File: src/rtl/seq_detect_param.sv
// ============================================================================
// Module  : seq_detect_param
// Brief   : Parametrised serial pattern detector with Mealy match, registered
//           match pulse and saturating match counter.
// Revision: 1.0 - initial release
// ============================================================================
`default_nettype none

module seq_detect_param #(
  parameter int             N       = 4,
  parameter logic [N-1:0]   PATTERN = 4'b1001,
  parameter bit             OVERLAP = 1'b1,
  parameter int             CNT_W   = 8
) (
  input  logic                 clock,
  input  logic                 reset,
  input  logic                 x,
  input  logic                 en,
  input  logic                 clear,
  output logic                 z,
  output logic                 z_q,
  output logic [CNT_W-1:0]     match_count,
  output logic [$clog2(N)-1:0] progress
);

  localparam int SW = $clog2(N);
  localparam int NS = 2 ** SW;

  typedef logic [SW-1:0] state_t;

  localparam state_t C_LAST = state_t'(N - 1);

  // Longest pattern prefix (shorter than N) that ends the string
  // "first k pattern bits followed by b"; on a full match this is the
  // KMP failure value, which is exactly the overlapping restart state.
  function automatic int next_state(input int k, input bit b);
    logic [16:0] s;
    int          best;
    bit          ok;
    s    = '0;
    best = 0;
    for (int i = 0; i < k; i++) s[i] = PATTERN[N-1-i];
    s[k] = b;
    for (int j = 1; j < N; j++) begin
      if (j <= k + 1) begin
        ok = 1'b1;
        for (int t = 0; t < j; t++)
          if (s[k+1-j+t] != PATTERN[N-1-t]) ok = 1'b0;
        if (ok) best = j;
      end
    end
    return best;
  endfunction

  if (N < 2 || N > 16) begin : g_bad_n
    $error("seq_detect_param: N must be in 2..16");
  end

  state_t w_nxt0 [NS];
  state_t w_nxt1 [NS];

  for (genvar k = 0; k < NS; k++) begin : g_tbl
    if (k < N) begin : g_live
      localparam state_t C_NX0 = state_t'(next_state(k, 1'b0));
      localparam state_t C_NX1 = state_t'(next_state(k, 1'b1));
      assign w_nxt0[k] = C_NX0;
      assign w_nxt1[k] = C_NX1;
    end else begin : g_pad
      assign w_nxt0[k] = '0;
      assign w_nxt1[k] = '0;
    end
  end

  state_t            r_state;
  state_t            w_next;
  logic              w_z;
  logic              r_zq;
  logic [CNT_W-1:0]  r_count;

  always_comb begin
    w_z    = en & ~clear & (r_state == C_LAST) & (x == PATTERN[0]);
    w_next = r_state;
    if (clear) begin
      w_next = '0;
    end else if (en) begin
      w_next = x ? w_nxt1[r_state] : w_nxt0[r_state];
      if (w_z && !OVERLAP) w_next = '0;
    end
  end

  always_ff @(posedge clock or posedge reset) begin
    if (reset) begin
      r_state <= '0;
    end else begin
      r_state <= w_next;
    end
  end

  always_ff @(posedge clock or posedge reset) begin
    if (reset) begin
      r_zq    <= 1'b0;
      r_count <= '0;
    end else begin
      r_zq <= w_z;
      if (clear) begin
        r_count <= '0;
      end else if (w_z && (r_count != {CNT_W{1'b1}})) begin
        r_count <= r_count + CNT_W'(1);
      end
    end
  end

  assign z           = w_z;
  assign z_q         = r_zq;
  assign match_count = r_count;
  assign progress    = r_state;

endmodule

`default_nettype wire
File: config.mk
export PLATFORM = sky130hd
export DESIGN_NAME = seq_detect_param
export DESIGN_NICKNAME = d
export VERILOG_FILES = /design/src/rtl/seq_detect_param.sv
export SDC_FILE = /design/constraint.sdc
export NUM_CORES = 1
export LEC_CHECK = 0
export BUFFER_PORTS_ARGS = -buffer_cell sky130_fd_sc_hd__clkbuf_2
export CORE_AREA = 2 2 39 41
export CTS_BUF_LIST = sky130_fd_sc_hd__clkbuf_4
export CTS_CLUSTER_SIZE = 20
export DETAILED_ROUTE_END_ITERATION = 8
export DIE_AREA = 0 0 41 43
export PLACE_DENSITY = 0.7
export SLEW_MARGIN = 20
export SYNTH_ARGS = -nofsm -noshare
export SYNTH_HDL_FRONTEND = slang
export SYNTH_SLANG_ARGS = --single-unit
export TNS_END_PERCENT = 50
File: constraint.sdc
create_clock -name clock -period 3.2 [get_ports clock]
set_clock_uncertainty 0.05 [all_clocks]
set_input_delay 0.64 -clock clock [delete_from_list [all_inputs] [get_ports clock]]
set_output_delay 0.64 -clock clock [all_outputs]
set_load 0.1 [all_outputs]
== Word-level counts from Yosys, hierarchy flattened ==
Index checks and enable logic that the tools add are counted.
Widths: inputs -> output; s select.

* Register bits: 11
* Input bits: 5
* Output and inout port bits: 12
* Word-level logic and storage cells: 26

* $add $sub $neg: 1
* Order comparisons: 1
* Eq/ne operators: 2
* Mux-type cells: 11
* Bitwise operators: 5
* Reductions and logical operators: 3

{| class="wikitable"
|+ Operator list
! kind !! count
|-
| $mux 8 || 2
|-
| $mux 2 || 7
|-
| $add 8x1->8 const B || 1
|-
| $bmux 2 s2 || 2
|-
| $ne 8x8->1 const B || 1
|-
| $reduce_bool 2->1 || 2
|-
| $and 1x1->1 || 3
|-
| $ge 3x3->1 const B || 1
|-
| $not 2->3 || 1
|-
| $eq 2x2->1 const B || 1
|-
| $logic_and 1x1->1 || 1
|-
| $not 1->1 || 1
|}

== Longest topological paths before layout ==
* Depth in word-level cells: 7
* Mapped depth: 6
* Gate-level depth less buffers: 5

== Worst setup path after synthesis ==
OpenSTA, ideal clock, no wires.

* Kind: register to output
* Start: reg r_state[1] (netlist: progress[1])
* End: out z
* Data arrival time: 1.658 ns
* Required time: 2.510 ns
* Setup slack: 0.852 ns
* Stages on the path, launching flop included: 4
* Buffers on the path: 1
* Path through: dfrtp_1 > ha_1 > and4b_1 > buf_6

* Longest elaborated chain between the ends: 3

{| class="wikitable"
|+ RTL lines
! what !! line !! text
|-
| start, declared || 74 || <nowiki>state_t r_state;</nowiki>
|-
| start signal, assigned || 95 || <nowiki>r_state <= w_next;</nowiki>
|-
| $eq 2x2->1 || 81 || <nowiki>w_z = en & ~clear & (r_state == C_LAST) & (x == PATTERN[0]);</nowiki>
|-
| $and 1x1->1 (2 in series) || 81 ||
|-
| end, declared || 20 || <nowiki>output logic z,</nowiki>
|}

No other way between the ends.

== Worst setup path after layout ==
* Start: in clear
* End: out z

* Longest elaborated chain between the ends: 4

{| class="wikitable"
|+ RTL lines
! what !! line !! text
|-
| start, declared || 19 || <nowiki>input logic clear,</nowiki>
|-
| $not 1->1 || 81 ||
|-
| $and 1x1->1 (3 in series) || 81 ||
|}

No other way between the ends.

==> summary by stage <==
Global route
The pin count of the biggest net entering global routing is 12. The overall overflow remaining after global route is 0. The via count of the first global-routing pass is 439.

The number of antenna violations at the first check in global routing was 0. The global-route wire length before repair is 1940 um. The total global-route track usage is 15.7%.

Power and ir drop
The relative contribution of the clock network to total power is 38.0%. The switching power summed over all nets is 65.0 uW. Net switching is 24.3% of the power.

The leakage power figure is 0.000379 uW. In this run the power density over the cells is 380 nW/um^2. The highest ir drop seen on vdd is 0.214 mV. The proportion of power drawn by combinational gates is 8.9%. Of the total power, registers draw 53.1%. The internal cell power is 202 uW.

Route
The total detailed-routing wirelength is 1040 um. In the routed design, unresolved DRC markers number 0. The total via count after detailed routing is 475.

The number of search-and-repair iterations in the first detailed-routing pass is 2. The final routed wire length divided by cell count is 11.6 um. Using the TritonRoute via totals, the vias-per-cell ratio works out to 5.28. The number of DRC violations after detailed-routing iteration 0 is 3. In this run the remaining antenna-violating nets after routing total 0.

Timing
The tightest hold path in the finished design has a slack of 279 ps. Setup repair after global routing left no endpoint under its margin. The worst pin sits at a relative slew slack of 63.7%. The max-slew violation total from the final report is 0. The final hold violation count is 0.

The clock period minus final worst setup slack is 2460 ps. For the pin with the worst max-slew slack, the measured transition is 547 ps. The total negative slack is 0 ps. Timing would allow up to 407 MHz. The final period utilization is 76.8%. The setup-violating endpoint count in the final report is 0.

CTS
Once the clock tree was built, the setup fixing pass inserted 0 buffers. Clock tree synthesis selected as its root buffer the cell sky130_fd_sc_hd__clkbuf_4. After clock tree synthesis, the clock-pin slew on the worst setup and hold paths is 70 ps. The clock latency on the worst-skew pair is 260 ps.

TritonCTS built the clock tree. The count of clock tree sinks is 11. The hold-fix buffer count after cts is 0. The clock passes through at most 2 buffers. The total clock buffers created by CTS is 3. The number of gates resized after CTS was 0.

The number of H-tree levels is 1.

Placed design
The count of buffers added on input and output ports is 16. The congestion estimate from routability-driven global placement came to 0.714. In this run the cell area measured after placement is 672 sq um.

The half-perimeter wire length of the detailed placement result is 790 um.

Status
The flow ran to the end, and the final reports show no timing, DRC or antenna violations.

Layout
The filler cells instantiated in the layout total 130. The count of antenna diodes in the layout is 0. The ratio of cells with drive above 1 in the final layout is 29.7%.

Compared with the post-synthesis result, the final layout area differs by 19.6%. Leaving out fill and tap cells, the most frequent cell in the layout is sky130_fd_sc_hd__clkbuf_2. In the layout the commonest cells are sky130_fd_sc_hd__clkbuf_2 (16), sky130_fd_sc_hd__dfrtp_1 (11), sky130_fd_sc_hd__nor2_1 (10). The final core utilization is 50.7%. The cell area after layout is 702 sq um. The number of nets in the layout is 83.

Logic synthesis
The number of distinct library cells after synthesis is 21. The synthesized netlist occupies a cell area of 587 sq um. The fraction of post-synthesis cell area in the top cell type by area is 46.9%. Counting every instance in the synthesized netlist gives 56. After synthesis the netlist holds a flip-flop and latch count of 11. Counting every net in the synthesized netlist gives 64. Yosys printed 0 warnings. The largest total area in the synthesized netlist belongs to sky130_fd_sc_hd__dfrtp_1. In the post-synthesis netlist, the biggest area contributors are sky130_fd_sc_hd__dfrtp_1 (47%), sky130_fd_sc_hd__ha_1 (6.4%), sky130_fd_sc_hd__nor2_1 (6.4%), sky130_fd_sc_hd__xor2_1 (6.0%), sky130_fd_sc_hd__mux2i_1 (5.1%). The part of the Yosys area used for sequential elements is 46.9%. Each instance of the synthesized netlist takes up on average 10.5 sq um.

Setup path
In this run the worst path has a maximum fanout of 11. At the worst endpoint, the arrival time is 1770 ps. The worst setup path is captured at an output pin. The critical path in this run is classified as in2out. The startpoint class of the critical path is an input port. The data required time at the worst endpoint is 2510 ps.

Die
The floorplan step defined a core boundary enclosing 1380 sq um. The height of the chip is 43 um. The floorplan has 14 rows. The chip width is 41 um. The die covers 1760 sq um. Once the floorplan was initialized, standard cells occupied 42.4% of the core. The count of pins on the block boundary is 17.

Run
Max-cap violations in this run came to 0.

Worst hold path
In this run the worst hold path is classified as in2async.
==> logic make-up (layout without fill, tap and decap cells) <==
| kind of cell | Yosys count | count (layout) | share of synthesized area, % |
|---|---|---|---|
| mux | 3 | 3 | 5.12 |
| xor+xnor | 4 | 4 | 5.97 |
| buf+inv | 4 | 22 | 3.84 |
| flops | 11 | 11 | 46.9 |
| fa+ha+maj | 3 | 3 | 6.40 |
| simple gates | 23 | 23 | 21.3 |
| compound gates | 8 | 8 | 10.4 |
==> worst max-delay path, cell delays in order <==
cell	delay (ps)
sky130_fd_sc_hd__clkbuf_2	170
sky130_fd_sc_hd__and4b_1	440
sky130_fd_sc_hd__clkbuf_2	510
==> power groups by stage <==
stage          combinational, uW  sequential [uW]  clock [uW]
2_1_floorplan               7.64              154           0
3_3_place_gp                23.8              144           0
3_5_place_dp                24.2              144           0
4_1_cts                     24.2              142         104
5_1_grt                     26.3              142         112
6_report                    23.7              142         101
==> worst paths after layout <==
| kind | startpoint | end | slack [ps] | depth (start not counted) |
|---|---|---|---|---|
| worst max-delay path | clear | z | 740 | 3 |
| min in group clock | match_count[1] | match_count[1] | 550 | 2 |
| worst min register to register | match_count[1] | match_count[1] | 550 | 2 |
| max in group asynchronous | reset | match_count[0] | 2530 | 2 |
| worst min-delay path | reset | match_count[4] | 280 | 2 |
| worst max register to register | progress[1] | match_count[7] | 1560 | 5 |
==> sequential cells by signal, indices dropped and copies added (netlist names) <==
signal	count
z_q	1
progress	2
match_count	8
==> per-stage QoR <==
step	power (uW)	setup WS, ps	instances
2_1_floorplan	162	852	56
3_3_place_gp	168	758	86
3_5_place_dp	169	738	86
4_1_cts	270	741	90
5_1_grt	280	688	90
6_report	267	743	90
==> synth_stat cells (all sizes together) <==
cell type,instances
dfrtp,11
nor2,10
nand4,4
xor2,4
ha,3
mux2i,3
o21ai,3
a21oi,2
and3,2
inv,2
nand2,2
o211ai,2
or3,2
a211oi,1
and4,1
and4b,1
buf,1
clkbuf,1
nand3,1
==> final cells by class <==
class	count	area, sq um	share of cell area [%]
clock buffers	4	30.0	4.28
multi-input cells	41	289	41.2
repair buffers	16	80.1	11.4
well taps	16	20.0	2.85
inverters	2	7.51	1.07
flip-flops and latches	11	275	39.2
==> layer usage <==
metal	up-vias	share of wire, %	global-route usage [%]	routed length [um]
li1	240	-	-	-
met2	11	48	22.2	503
met1	224	47	23.9	492
met4	0	0	4.00	0
met5	-	0	0	0
met3	0	4.4	3.14	46
Power figures use the tool's default switching activity.
